<file path="config.mk">
export PLATFORM = sky130hd
export DESIGN_NAME = seg_scan_ctrl_flat
export DESIGN_NICKNAME = d
export VERILOG_FILES = /design/src/rtl/seg_scan_ctrl_pkg.sv /design/src/rtl/seg_scan_ctrl_if.sv /design/src/rtl/seg_hex_decode.sv /design/src/rtl/seg_scan_ctrl.sv /design/src/flat_wrapper.sv
export SDC_FILE = /design/constraint.sdc
export NUM_CORES = 1
export LEC_CHECK = 0
export CAP_MARGIN = 20
export CORE_ASPECT_RATIO = 1.1
export CORE_MARGIN = 1.5
export CORE_UTILIZATION = 43
export CTS_CLUSTER_SIZE = 24
export DETAILED_ROUTE_END_ITERATION = 10
export SKIP_LAST_GASP = 1
export SYNTH_ARGS = -nofsm -noshare
export SYNTH_HDL_FRONTEND = slang
export SYNTH_SLANG_ARGS = --single-unit
</file>
<file path="constraint.sdc">
create_clock -name system1000 -period 2.3 [get_ports system1000]
set_input_delay 0.345 -clock system1000 [delete_from_list [all_inputs] [get_ports system1000]]
set_output_delay 0.345 -clock system1000 [all_outputs]
set_load 0.01 [all_outputs]
</file>
<file path="src/rtl/seg_scan_ctrl_pkg.sv">
`default_nettype none
// seg_scan_ctrl_pkg: shared segment constants and types for the scanned display.
// Rev 1.0
package seg_scan_ctrl_pkg;

  typedef logic [3:0] nibble_t;
  typedef logic [7:0] digit_idx_t;

  localparam logic [7:0] SEG_OFF = 8'hFF;

  // Active-low gfedcba patterns for hex 0..F
  localparam logic [6:0] SEG_TABLE [16] = '{
    7'h40, 7'h79, 7'h24, 7'h30, 7'h19, 7'h12, 7'h02, 7'h78,
    7'h00, 7'h10, 7'h08, 7'h03, 7'h46, 7'h21, 7'h06, 7'h0E
  };

endpackage
`default_nettype wire

</file>
<file path="src/rtl/seg_scan_ctrl_if.sv">
`default_nettype none
// seg_scan_ctrl_if: load handshake and display pins of the scanned 7-segment controller.
// Rev 1.0
interface seg_scan_ctrl_if #(
  parameter int DIGITS = 4
);
  logic [4*DIGITS-1:0] value_in;
  logic [DIGITS-1:0]   dp_in;
  logic [DIGITS-1:0]   blank_in;
  logic                load;
  logic                busy;
  logic                load_ack;
  logic [DIGITS-1:0]   an_out;
  logic [7:0]          seg_out;

  modport master (
    output value_in, dp_in, blank_in, load,
    input  busy, load_ack, an_out, seg_out
  );

  modport slave (
    input  value_in, dp_in, blank_in, load,
    output busy, load_ack, an_out, seg_out
  );
endinterface
`default_nettype wire

</file>
<file path="src/rtl/seg_hex_decode.sv">
`default_nettype none
// seg_hex_decode: hex nibble to active-low gfedcba segment pattern.
// Rev 1.0
module seg_hex_decode
  import seg_scan_ctrl_pkg::*;
(
  input  nibble_t    hex,
  output logic [6:0] seg
);
  assign seg = SEG_TABLE[hex];
endmodule
`default_nettype wire

</file>
<file path="src/rtl/seg_scan_ctrl.sv">
`default_nettype none
// seg_scan_ctrl: multiplexed common-anode display driver with frame-coherent shadow load.
// Rev 1.0
module seg_scan_ctrl
  import seg_scan_ctrl_pkg::*;
#(
  parameter int DIGITS   = 4,
  parameter int PRESCALE = 50000,
  parameter int GUARD    = 2
) (
  input  logic           system1000,
  input  logic           system1000_rstn,
  seg_scan_ctrl_if.slave bus
);
  localparam int CW = (PRESCALE > 1) ? $clog2(PRESCALE) : 1;
  localparam int SW = $clog2(DIGITS);
  localparam logic [CW-1:0] CNT_LAST  = CW'(PRESCALE - 1);
  localparam logic [CW-1:0] GUARD_CNT = CW'(GUARD);
  localparam logic [SW-1:0] SLOT_LAST = SW'(DIGITS - 1);

  logic [CW-1:0]       cnt;
  logic [SW-1:0]       slot;
  logic [4*DIGITS-1:0] shadow_value, stage_value;
  logic [DIGITS-1:0]   shadow_dp, stage_dp;
  logic [DIGITS-1:0]   shadow_blank, stage_blank;
  logic                pending;
  logic                ack;
  logic [DIGITS-1:0]   an;
  logic [7:0]          seg;

  logic                last_cnt;
  logic                frame_end;
  nibble_t             nib;
  logic [6:0]          dec;

  assign last_cnt  = (cnt == CNT_LAST);
  assign frame_end = last_cnt && (slot == SLOT_LAST);
  assign nib       = shadow_value[{slot, 2'b00} +: 4];

  seg_hex_decode u_dec (
    .hex (nib),
    .seg (dec)
  );

  always_ff @(posedge system1000) begin
    if (!system1000_rstn) begin
      cnt          <= '0;
      slot         <= '0;
      shadow_value <= '0;
      shadow_dp    <= '0;
      shadow_blank <= '1;
      stage_value  <= '0;
      stage_dp     <= '0;
      stage_blank  <= '0;
      pending      <= 1'b0;
      ack          <= 1'b0;
      an           <= '1;
      seg          <= SEG_OFF;
    end else begin
      if (last_cnt) begin
        cnt  <= '0;
        slot <= (slot == SLOT_LAST) ? '0 : slot + 1'b1;
      end else begin
        cnt <= cnt + 1'b1;
      end

      if (bus.load) begin
        stage_value <= bus.value_in;
        stage_dp    <= bus.dp_in;
        stage_blank <= bus.blank_in;
      end

      // A load landing on the boundary itself bypasses staging so it is not lost.
      ack <= 1'b0;
      if (frame_end && (pending || bus.load)) begin
        if (bus.load) begin
          shadow_value <= bus.value_in;
          shadow_dp    <= bus.dp_in;
          shadow_blank <= bus.blank_in;
        end else begin
          shadow_value <= stage_value;
          shadow_dp    <= stage_dp;
          shadow_blank <= stage_blank;
        end
        pending <= 1'b0;
        ack     <= 1'b1;
      end else if (bus.load) begin
        pending <= 1'b1;
      end

      if ((cnt < GUARD_CNT) || shadow_blank[slot]) begin
        an  <= '1;
        seg <= SEG_OFF;
      end else begin
        an  <= ~(DIGITS'(1) << slot);
        seg <= {~shadow_dp[slot], dec};
      end
    end
  end

  assign bus.busy     = pending;
  assign bus.load_ack = ack;
  assign bus.an_out   = an;
  assign bus.seg_out  = seg;

endmodule
`default_nettype wire

</file>
<file path="src/flat_wrapper.sv">
// flat-port wrapper written by rule: the top's interface ports become plain ports
module seg_scan_ctrl_flat import seg_scan_ctrl_pkg::*;
#(
  parameter int DIGITS   = 4,
  parameter int PRESCALE = 50000,
  parameter int GUARD    = 2
)
  (system1000, system1000_rstn, bus_value_in, bus_dp_in, bus_blank_in, bus_load, bus_busy, bus_load_ack, bus_an_out, bus_seg_out);
  seg_scan_ctrl_if #(.DIGITS(DIGITS)) bus_i ();
  input  logic system1000;
  input  logic system1000_rstn;
  input wire logic [$bits(bus_i.value_in)-1:0] bus_value_in;
  input wire logic [$bits(bus_i.dp_in)-1:0] bus_dp_in;
  input wire logic [$bits(bus_i.blank_in)-1:0] bus_blank_in;
  input wire logic [$bits(bus_i.load)-1:0] bus_load;
  output wire logic [$bits(bus_i.busy)-1:0] bus_busy;
  output wire logic [$bits(bus_i.load_ack)-1:0] bus_load_ack;
  output wire logic [$bits(bus_i.an_out)-1:0] bus_an_out;
  output wire logic [$bits(bus_i.seg_out)-1:0] bus_seg_out;
  assign bus_i.value_in = bus_value_in;
  assign bus_i.dp_in = bus_dp_in;
  assign bus_i.blank_in = bus_blank_in;
  assign bus_i.load = bus_load;
  assign bus_busy = bus_i.busy;
  assign bus_load_ack = bus_i.load_ack;
  assign bus_an_out = bus_i.an_out;
  assign bus_seg_out = bus_i.seg_out;
  seg_scan_ctrl #(.DIGITS(DIGITS), .PRESCALE(PRESCALE), .GUARD(GUARD)) u_core (.system1000(system1000), .system1000_rstn(system1000_rstn), .bus(bus_i));
endmodule
</file>
==> results of run 1 <==
synth_stat cells, types with 3 or more instances:
cell	n
sky130_fd_sc_hd__a31oi_1	4
sky130_fd_sc_hd__or4_1	4
sky130_fd_sc_hd__o21ai_0	9
sky130_fd_sc_hd__xor2_1	10
sky130_fd_sc_hd__xnor2_1	6
sky130_fd_sc_hd__nand3_1	9
sky130_fd_sc_hd__and2_1	21
sky130_fd_sc_hd__dfxtp_1	80
sky130_fd_sc_hd__o221ai_1	3
sky130_fd_sc_hd__nor4b_1	4
sky130_fd_sc_hd__nor2b_1	24
sky130_fd_sc_hd__buf_2	3
sky130_fd_sc_hd__mux4_2	6
sky130_fd_sc_hd__ha_1	11
sky130_fd_sc_hd__inv_1	10
sky130_fd_sc_hd__nor3_1	4
sky130_fd_sc_hd__mux2i_1	32
sky130_fd_sc_hd__clkbuf_1	12
sky130_fd_sc_hd__mux2_4	20
sky130_fd_sc_hd__or3_1	3
sky130_fd_sc_hd__buf_6	3
sky130_fd_sc_hd__nand2_1	10
sky130_fd_sc_hd__nor2_1	16
sky130_fd_sc_hd__nand4_1	6
sky130_fd_sc_hd__a21oi_1	3
final cells by class:
cell class | count | area, sq um
fill | 736 | 3672
multi-input combinational | 228 | 1898
sequential | 80 | 1602
timing repair buffer | 50 | 500.5
clock buffer | 10 | 137.6
tap | 108 | 135.1
clock inverter | 5 | 57.56
inverter | 10 | 37.54
sequential cells by signal (all words and copies together), names as in the netlist:
register	flops
u_core.bus.an_out	4
u_core.bus.busy	1
u_core.bus.load_ack	1
u_core.bus.seg_out	8
u_core.cnt	16
u_core.shadow_blank	4
u_core.shadow_dp	4
u_core.shadow_value	16
u_core.slot	2
u_core.stage_blank	4
u_core.stage_dp	4
u_core.stage_value	16
cells by family (layout without fill, tap and decap cells):
group           after synthesis  count (layout)  share of synthesized area [%]
mux                          60              60                          21.43
flops                        80              80                          44.09
simple gates                113             113                          18.09
xor+xnor                     16              16                          3.858
compound gates               28              28                          4.926
fa+ha+maj                    11              11                          3.789
buf+inv                      30              75                          3.824
through the flow:
stage	power, mW	hold slack (ns)
5_1_grt	2.710	0.5009
3_5_place_dp	1.611	0.4528
6_report	2.599	0.4705
2_1_floorplan	1.538	0.4259
3_3_place_gp	1.609	0.4465
4_1_cts	2.633	0.4712
routing by layer:
metal / vias up / GRT usage (%)
li1: 1264 / -
met1: 1127 / 22.70
met2: 43 / 25.45
met3: 10 / 3.440
met4: 0 / 6.593
met5: - / 0
power by group through the flow:
stage / Clock [mW] / Sequential, mW / Combinational, mW
after floorplan: 0 / 1.46 / 0.0816
after global placement: 0 / 1.46 / 0.150
after detailed placement: 0 / 1.46 / 0.152
after CTS: 1.05 / 1.43 / 0.152
after global routing: 1.12 / 1.43 / 0.164
final: 1.02 / 1.43 / 0.150
worst max-delay path by stage:
stage | start | to | slack (ns) | depth (start not counted)
CTS | u_core.cnt[1] | u_core.shadow_value[2] | 0.23 | 6
finish | u_core.cnt[1] | u_core.shadow_value[2] | 0.22 | 6
global placement | u_core.slot[0] | u_core.bus.seg_out[2] | 0.26 | 3
detailed placement | u_core.cnt[1] | u_core.shadow_value[6] | 0.23 | 6
global route | u_core.slot[0] | u_core.bus.seg_out[2] | 0.05 | 3
floorplan | u_core.cnt[10] | u_core.shadow_dp[0] | 0.25 | 6
worst max-delay path, stage by stage (launching register included):
cell	delay (ns)
sky130_fd_sc_hd__dfxtp_1	0.38
sky130_fd_sc_hd__ha_1	0.25
sky130_fd_sc_hd__nand3_1	0.17
sky130_fd_sc_hd__or3_1	0.46
sky130_fd_sc_hd__nor3_4	0.17
sky130_fd_sc_hd__buf_12	0.22
sky130_fd_sc_hd__mux2_4	0.32
==> out/results.md, run 1 <==
| Item | Reported |
|:---|:---|
| R2R Setup Slk | 0.22 ns |
| Core Rows | 34 |
| Total DRC errors in the routed layout | 0 |
| Nature of the critical path startpoint | register |
| Hold path startpoint | u_core.cnt[0] |
| Detailed-routing iteration count for the pre-antenna-repair pass | 4 |
| Fraction of final layout cells with drive strength greater than 1 | 14.88% |
| Worst r2r dst | u_core.shadow_value[2] |
| Initial core utilization | 45.18% |
| Combinational power share | 5.8% |
| Final worst clock skew | 0.009853 ns |
| Critical path type | register to register |
| Reg clk slew, reported paths | 0.08 ns |
| Leading post-synthesis cells by cell area | sky130_fd_sc_hd__dfxtp_1 (44%), sky130_fd_sc_hd__mux2i_1 (8.8%), sky130_fd_sc_hd__mux2_4 (8.3%), sky130_fd_sc_hd__nor2b_1 (4.1%), sky130_fd_sc_hd__ha_1 (3.8%) |
| Global-route wire length before repair | 11840 um |
| Instance count along the most critical hold path | 1 |
| N_diodes | 0 |
| Post-synthesis average cell area | 10.75 sq um |
| Number of buffers added for setup after CTS | 0 |
| Maximum clock path buffer count | 2 |
| Clk Latency, worst-skew pair | 0.35 ns |
| Routability congestion estimate | 0.8771 |
| Max Freq | 480.2 MHz |
| Area delta synth->final | 20.25% |
| Met3 wire length | 207 um |
| Placed instance count | 476 |
| Setup repair after global routing missed its margin | no |
| Switching share of power | 22.07% |
| Iteration-0 DRC Markers | 121 |
| Mean routed wirelength per cell | 14.19 um |
| Largest net degree at the start of global routing | 55 |
| Uppermost routed layer | met4 |
| Number of nets with antenna violations after routing | 0 |
| Height of the die | 99.40 um |
| Number of synthesized flops with an enable pin | 0 |
| Cell count after synthesis | 338 |
| Most frequent cells in the layout | sky130_fd_sc_hd__dfxtp_1 (80), sky130_fd_sc_hd__clkdlybuf4s50_1 (40), sky130_fd_sc_hd__mux2i_1 (32) |
| Netlist area before placement | 3632 sq um |
| Outcome | completed |
| Type of element capturing the critical path | register |
| Sequential share of power | 54.9% |
| Fraction of post-synthesis cell area in the top cell type by area | 44.09% |
| Die width | 90.63 um |
| R2r worst-path depth | 6 |
| Max capacitance violation total | 0 |
| Min cycle time layout | 2.083 ns |
| Hold Crit Endpoint | u_core.cnt[0] |
| Leakage | 1.721 nW |
| Remaining global-route overflow | 0 |
| Classification of the worst-slack hold path | register to register |
| Number of register bits inferred by synthesis | 80 |
| Clock buffers created by TritonCTS | 9 |
| Worst slew margin relative to its limit | 54.38% |
| H-tree levels | 3 |
| Total placed instance area | 4173 sq um |
| Final hold violations | 0 |
| Highest net fanout along the worst path | 20 |
| Vias per cell | 4.978 |
| Die area | 9008 sq um |
| Yosys Warn Count | 0 |
| Post-synth cell types | 44 |
| Final period utilization | 90.55% |
| Syn_nets | 376 |
| CP Data Arrival Time | 2.33 ns |
| Clock sink count | 80 |
| Total power divided by cell area | 595.0 nW/um^2 |
| Final worst setup slack | 0.2174 ns |
| Share of power burned in the clock network | 39.3% |
| Sequential-to-total area share from yosys stat | 44.09% |
| Final total negative setup slack | 0 ns |
| Post-cts sizing count | 0 |
| Quantity of hold-fixing buffers added after cts | 0 |
| Leading area contributor after synthesis | sky130_fd_sc_hd__dfxtp_1 |
| Crit path required time | 2.55 ns |
| Slew at the pin closest to its max-slew limit | 0.6818 ns |
| Final Net Count | 417 |
| Commonest non-fill, non-tap cell in the layout | sky130_fd_sc_hd__dfxtp_1 |
| Clock Root Buffer | sky130_fd_sc_hd__clkbuf_8 |
| Antenna violations before repair | 0 |
| Total routed wire length on the met1 layer | 3612 um |
| Number of global-route vias before repair | 2471 |
| # port buffers | 40 |
| Net switching power | 0.5737 mW |
| Detailed placement HPWL | 4895 um |
| Final non-filler cell total | 491 |
| Pre-CTS setup slack | 0.2266 ns |
| Final Max Slew Viols | 0 |
| Clock tree from TritonCTS | built |
| Fraction of synthesis flops using an asynchronous set or reset pin | 0% |
| Placeable core region | 8040 sq um |
| Startpoint of the worst register-to-register path | u_core.cnt[1] |
| Post-route cell area | 4368 sq um |
| Ys flop type | sky130_fd_sc_hd__dfxtp_1 |
| IO Count | 41 |
| Fin util | 54.33% |
| Vias post-DR | 2444 |
| Total routing usage reported by global routing | 16.54% |
| Met2 WL | 3026 um |
| Setup-failing EPs final | 0 |
| Maximum VDD drop | 0.2722 mV |
| Final Routed Wirelength | 6965 um |
| Design internal power | 2.025 mW |
No activity file was read; power rests on OpenSTA's default activity.
==> inputs of run 2 (changes only) <==
- MAX_ROUTING_LAYER: not set -> met4
==> run 2 against run 1 <==
Net effect: worst hold slack improved by 0.00059 ns; clock-buffer cell count unchanged; wire length grew 0.10%; die area is the same; clock skew decreased by 0.00068 ns; first-iteration DRC count up 0.83%; non-clock buffer count is the same; largest cell class unchanged; largest power group unchanged.
==> out/results.md, run 2 (synthesis results as in run 1) <==
| Item | Reported | Change |
|:---|:---|:---|
| Outcome | completed | unchanged |
| Max capacitance violation total | 0 | unchanged |
| Core Rows | 34 | unchanged |
| Registers with the highest flip-flop counts | u_core.cnt x16, u_core.shadow_value x16, u_core.stage_value x16 | unchanged |
| Final worst clock skew | 0.009168 ns | was 0.009853 ns |
| Reg clk slew, reported paths | 0.08 ns | about the same |
| Setup repair after global routing missed its margin | no | unchanged |
| Placed instance count | 476 | unchanged |
| # port buffers | 40 | unchanged |
| Final Routed Wirelength | 6972 um | was 6965 um |
| Quantity of hold-fixing buffers added after cts | 0 | unchanged |
| Detailed-routing iteration count for the pre-antenna-repair pass | 4 | unchanged |
| Post-cts sizing count | 0 | unchanged |
| Nature of the critical path startpoint | register | unchanged |
| Fin util | 54.33% | unchanged |
| Routability congestion estimate | 0.8915 | was 0.8771 |
| Crit path required time | 2.54 ns | was 2.55 ns |
| Final hold violations | 0 | unchanged |
| Final non-filler cell total | 491 | unchanged |
| Leakage | 1.721 nW | unchanged |
| Antenna violations before repair | 0 | unchanged |
| Clk Latency, worst-skew pair | 0.35 ns | about the same |
| Most frequent cells in the layout | sky130_fd_sc_hd__dfxtp_1 (80), sky130_fd_sc_hd__clkdlybuf4s50_1 (40), sky130_fd_sc_hd__mux2i_1 (32) | unchanged |
| Maximum VDD drop | 0.2658 mV | was 0.2722 mV |
| Clock buffers created by TritonCTS | 9 | unchanged |
| Worst slew margin relative to its limit | 54.30% | was 54.38% |
| Critical path type | register to register | unchanged |
| Worst stage delay on the critical path | 0.46 ns | about the same |
| Placeable core region | 8040 sq um | unchanged |
| Final total negative setup slack | 0 ns | unchanged |
| Critical-path top delay cell | sky130_fd_sc_hd__or3_1 | unchanged |
| Final Max Slew Viols | 0 | unchanged |
| Clock tree from TritonCTS | built | unchanged |
| Mean routed wirelength per cell | 14.20 um | was 14.19 um |
| Number of buffers added for setup after CTS | 0 | unchanged |
| Slew at the pin closest to its max-slew limit | 0.6830 ns | was 0.6818 ns |
| Vias post-DR | 2470 | was 2444 |
| Area delta synth->final | 20.25% | unchanged |
| Commonest non-fill, non-tap cell in the layout | sky130_fd_sc_hd__dfxtp_1 | unchanged |
| Classification of the worst-slack hold path | register to register | unchanged |
| Type of element capturing the critical path | register | unchanged |
| Total power divided by cell area | 594.8 nW/um^2 | was 595.0 nW/um^2 |
| Global-route wire length before repair | 11830 um | was 11840 um |
| Clock sink count | 80 | unchanged |
| Clock Root Buffer | sky130_fd_sc_hd__clkbuf_8 | unchanged |
| Max Freq | 480.1 MHz | was 480.2 MHz |
| CP Data Arrival Time | 2.32 ns | was 2.33 ns |
| IO Count | 41 | unchanged |
| Die area | 9008 sq um | unchanged |
| Final Net Count | 417 | unchanged |
| Remaining global-route overflow | 0 | unchanged |
| Largest net degree at the start of global routing | 55 | unchanged |
| Maximum clock path buffer count | 2 | unchanged |
| Height of the die | 99.40 um | unchanged |
| Final period utilization | 90.57% | was 90.55% |
| Count of buffering cells on the critical path with inverters included | 1 | unchanged |
| Fraction of final layout cells with drive strength greater than 1 | 14.88% | unchanged |
| Cell Chain, Critical Path | ha_1 -> nand3_1 -> or3_1 -> nor3_4 -> buf_12 -> mux2_4 | unchanged |
| Vias per cell | 5.031 | was 4.978 |
| Number of global-route vias before repair | 2468 | was 2471 |
| Setup-failing EPs final | 0 | unchanged |
| Initial core utilization | 45.18% | unchanged |
| Iteration-0 DRC Markers | 122 | was 121 |
| Highest net fanout along the worst path | 20 | unchanged |
| N_diodes | 0 | unchanged |
| H-tree levels | 3 | unchanged |
| Detailed placement HPWL | 4895 um | unchanged |
| Cell family with most CP delay | simple AND/OR/NAND/NOR gates | unchanged |
| Total DRC errors in the routed layout | 0 | unchanged |
| Die width | 90.63 um | unchanged |
| Total routing usage reported by global routing | 16.99% | was 16.54% |
| Number of nets with antenna violations after routing | 0 | unchanged |
| Min cycle time layout | 2.083 ns | about the same |
-- run 2: cell counts in the layout (fill, tap and decap cells not counted) --
Identical to the previous run, type by type.
-- run 2: where the power goes --
part	total, mW	leakage (nW)	switching [mW]	internal (mW)
clock	1.02	0.102	0.496	0.525
combinational	0.150	0.968	0.0632	0.0865
sequential	1.43	0.651	0.0134	1.41
total	2.60	1.72	0.572	2.03
-- run 2: area by class of cell --
| cell class | count | area (sq um) |
|---|---|---|
| Tap cell | 108 | 135.1 |
| Inverter | 10 | 37.54 |
| Timing Repair Buffer | 50 | 500.5 |
| Multi-Input combinational cell | 228 | 1898 |
| Sequential cell | 80 | 1602 |
| Clock buffer | 10 | 137.6 |
| Clock inverter | 5 | 57.56 |
| Fill cell | 736 | 3672 |
-- run 2: metal layers --
| layer | part of all wire (%) | GRT usage [%] | vias to the layer above | routed length (um) |
|---|---|---|---|---|
| met5 | 0 | - | - | 0 |
| met1 | 52 | 22.65 | 1152 | 3640 |
| met4 | 1.6 | 7.692 | 0 | 114 |
| met2 | 44 | 25.51 | 42 | 3057 |
| met3 | 2.3 | 2.523 | 11 | 159 |
| li1 | - | - | 1265 | - |
-- run 2: final timing paths --
path,from,end,slack [ns],cells after the start
worst min register to register,u_core.cnt[0],u_core.cnt[0],0.47,1
worst min-delay path,u_core.cnt[0],u_core.cnt[0],0.47,1
worst max register to register,u_core.cnt[1],u_core.shadow_value[2],0.22,6
worst max-delay path,u_core.cnt[1],u_core.shadow_value[2],0.22,6
-- run 2: worst reg2reg max path, delay by kind of cell (launching register included) --
family | cells | cell delay [ns]
fa+ha+maj | 1 | 0.25
buf+inv | 1 | 0.22
flops | 1 | 0.38
mux | 1 | 0.33
simple gates | 3 | 0.80
-- run 2: metrics by stage --
stage	setup WS (ns)	hold WS, ns	cell area (sq um)	power [mW]
after floorplan	0.2456	0.4259	3632	1.538
after global placement	0.2646	0.4465	4173	1.609
after detailed placement	0.2266	0.4528	4173	1.611
after CTS	0.2299	0.4712	4368	2.633
after global routing	0.05080	0.5009	4368	2.706
final	0.2169	0.4711	4368	2.598
==> inputs of run 3 (changes only) <==
- clock period: 2.3 -> 2.1 ns (I/O delays scaled with it)
==> run 3 against run 2 <==
Net effect: die area unchanged; largest power group unchanged; cell area increased by 2.6%; global-route usage grew 0.12 points; register-to-register slack worse by 0.15 ns; first-iteration DRC count fell by 17%; total power rose by 18%; clock power increased by 32%; combinational power rose by 11%; worst hold slack worse by 0.0017 ns; clock-buffer cell count up 2; via count increased by 2.1%.
==> out/results.md, run 3 (synthesis results as in run 1) <==
| Item | Reported | Change |
|:---|:---|:---|
| Critical-path top delay cell | sky130_fd_sc_hd__or4_4 | was sky130_fd_sc_hd__or3_1 |
| Antenna violations before repair | 0 | unchanged |
| Worst slew margin relative to its limit | 70.04% | was 54.30% |
| Clock tree from TritonCTS | built | unchanged |
| Iteration-0 DRC Markers | 101 | was 122 |
| Total DRC errors in the routed layout | 0 | unchanged |
| Total power divided by cell area | 686.7 nW/um^2 | was 594.8 nW/um^2 |
| Crit path required time | 2.33 ns | was 2.54 ns |
| Cell Chain, Critical Path | or4_4 -> or2_4 -> nor3_4 -> buf_12 -> mux2_4 | was ha_1 -> nand3_1 -> or3_1 -> nor3_4 -> buf_12 -> mux2_4 |
| Quantity of hold-fixing buffers added after cts | 0 | unchanged |
| Detailed placement HPWL | 4768 um | was 4895 um |
| Clk Latency, worst-skew pair | 0.35 ns | about the same |
| Largest net degree at the start of global routing | 55 | unchanged |
| Final non-filler cell total | 499 | was 491 |
| Maximum clock path buffer count | 2 | unchanged |
| Hold path startpoint | u_core.cnt[0] | unchanged |
| Vias post-DR | 2523 | was 2470 |
| Final Routed Wirelength | 6837 um | was 6972 um |
| Setup-failing EPs final | 0 | unchanged |
| H-tree levels | 3 | unchanged |
| Hold Crit Endpoint | u_core.cnt[0] | unchanged |
| Worst r2r dst | u_core.shadow_value[12] | was u_core.shadow_value[2] |
| Setup repair after global routing missed its margin | no | unchanged |
| Final worst clock skew | 0.009481 ns | was 0.009168 ns |
| Number of buffers added for setup after CTS | 0 | unchanged |
| Die area | 9008 sq um | unchanged |
| Clock buffers created by TritonCTS | 9 | unchanged |
| Registers with the highest flip-flop counts | u_core.cnt x16, u_core.shadow_value x16, u_core.stage_value x16 | unchanged |
| Number of global-route vias before repair | 2499 | was 2468 |
| Clock sink count | 80 | unchanged |
| Placed instance count | 484 | was 476 |
| Maximum VDD drop | 0.3033 mV | was 0.2658 mV |
| Startpoint of the worst register-to-register path | u_core.cnt[10] | was u_core.cnt[1] |
| Max Freq | 492.9 MHz | was 480.1 MHz |
| Critical path type | register to register | unchanged |
| Detailed-routing iteration count for the pre-antenna-repair pass | 5 | was 4 |
| Type of element capturing the critical path | register | unchanged |
| Final hold violations | 0 | unchanged |
| # port buffers | 40 | unchanged |
| Worst stage delay on the critical path | 0.56 ns | was 0.46 ns |
| Outcome | completed | unchanged |
| Most frequent cells in the layout | sky130_fd_sc_hd__dfxtp_1 (78), sky130_fd_sc_hd__clkdlybuf4s50_1 (40), sky130_fd_sc_hd__mux2i_1 (32) | was sky130_fd_sc_hd__dfxtp_1 (80), sky130_fd_sc_hd__clkdlybuf4s50_1 (40), sky130_fd_sc_hd__mux2i_1 (32) |
| R2R Setup Slk | 0.07 ns | was 0.22 ns |
| Total routing usage reported by global routing | 17.11% | was 16.99% |
| Mean routed wirelength per cell | 13.70 um | was 14.20 um |
| Classification of the worst-slack hold path | register to register | unchanged |
| Leakage | 1.783 nW | was 1.721 nW |
| Initial core utilization | 45.18% | unchanged |
| Fraction of final layout cells with drive strength greater than 1 | 17.39% | was 14.88% |
| Routability congestion estimate | 0.8445 | was 0.8915 |
| Core Rows | 34 | unchanged |
| Remaining global-route overflow | 0 | unchanged |
| Instance count along the most critical hold path | 1 | unchanged |
| CP Data Arrival Time | 2.26 ns | was 2.32 ns |
| Clock Root Buffer | sky130_fd_sc_hd__clkbuf_8 | unchanged |
| Placeable core region | 8040 sq um | unchanged |
| Vias per cell | 5.056 | was 5.031 |
| Final Max Slew Viols | 0 | unchanged |
| Slew at the pin closest to its max-slew limit | 0.4446 ns | was 0.6830 ns |
| Highest net fanout along the worst path | 20 | unchanged |
| Number of nets with antenna violations after routing | 0 | unchanged |
| Post-route cell area | 4483 sq um | was 4368 sq um |
| Commonest non-fill, non-tap cell in the layout | sky130_fd_sc_hd__dfxtp_1 | unchanged |
| R2r worst-path depth | 5 | was 6 |
| Max capacitance violation total | 0 | unchanged |
| Die width | 90.63 um | unchanged |
| Min cycle time layout | 2.029 ns | was 2.083 ns |
| Area delta synth->final | 23.42% | was 20.25% |
| Final Net Count | 425 | was 417 |
| Total placed instance area | 4233 sq um | was 4173 sq um |
| Height of the die | 99.40 um | unchanged |
| Nature of the critical path startpoint | register | unchanged |
| Final period utilization | 96.61% | was 90.57% |
| IO Count | 41 | unchanged |
| Reg clk slew, reported paths | 0.07 ns | was 0.08 ns |
| Global-route wire length before repair | 11870 um | was 11830 um |
| Worst hold slack | 0.4694 ns | was 0.4711 ns |
| N_diodes | 0 | unchanged |
| Power, Total | 3.078 mW | was 2.598 mW |
[run 3: cell count changes in the layout (fill, tap and decap cells not counted), moves of 2 or more]
cell | before | now
sky130_fd_sc_hd__clkinv_4 | 2 | 0
sky130_fd_sc_hd__dfxtp_1 | 80 | 78
sky130_fd_sc_hd__clkbuf_1 | 0 | 2
sky130_fd_sc_hd__bufinv_16 | 1 | 3
sky130_fd_sc_hd__clkinv_2 | 2 | 0
sky130_fd_sc_hd__dfxtp_2 | 0 | 2
sky130_fd_sc_hd__buf_4 | 8 | 16
[run 3: worst max-delay path, delay by kind of cell, from the launching register on]
family | cells | cell delay [ns]
AND/OR/NAND/NOR | 3 | 1.04
flip-flops | 1 | 0.34
multiplexers | 1 | 0.31
buffers and inverters | 1 | 0.22
[run 3: what timing repair did]
action | 4_1_cts | 5_1_grt
hold endpoints to repair | 0 | 0
gates cloned | 0 | 0
pin swaps | 0 | 1
resized for setup | 1 | 4
setup endpoints to repair | 4 | 13
[run 3: metrics by stage]
step	setup slack [ns]	util [%]	setup TNS [ns]
after global placement	0.03442	52.65	0
after floorplan	0.04563	-	0
after global routing	0.005957	55.76	0
final	0.07127	55.76	0
after detailed placement	-0.04298	52.65	-0.08997
after CTS	0.03884	55.60	0
[run 3: worst max-delay path by stage]
| stage | depth (start not counted) | start | slack [ns] | to |
|---|---|---|---|---|
| after floorplan | 6 | u_core.cnt[10] | 0.05 | u_core.shadow_dp[0] |
| after global placement | 4 | u_core.slot[0] | 0.03 | u_core.bus.seg_out[2] |
| after detailed placement | 4 | u_core.slot[0] | -0.04 | u_core.bus.seg_out[2] |
| after CTS | 5 | u_core.cnt[10] | 0.04 | u_core.slot[0] |
| after global routing | 5 | u_core.cnt[10] | 0.006 | u_core.slot[0] |
| final | 5 | u_core.cnt[10] | 0.07 | u_core.shadow_value[12] |
[run 3: layer usage]
layer | routed length (um) | part of all wire (%) | vias up | track usage [%]
met2 | 3031 | 44 | 40 | 25.51
met5 | 0 | 0 | - | -
met4 | 114 | 1.7 | 0 | 6.960
met3 | 199 | 2.9 | 9 | 3.287
met1 | 3491 | 51 | 1195 | 22.82
li1 | - | - | 1279 | -
[run 3: power breakdown]
part,internal [mW],leakage [nW],total [mW],switching [mW]
clock network,0.818,0.117,1.35,0.532
registers,1.55,0.652,1.56,0.0137
logic,0.0962,1.01,0.166,0.0697
total,2.46,1.78,3.08,0.616
[run 3: cell type report]
class                      instances  area, sq um
fill                             708         3557
multi-input combinational        228         1911
sequential                        80         1604
timing repair buffer              58        560.5
clock buffer                      12        145.1
tap                              108        135.1
clock inverter                     3        90.09
inverter                          10        37.54
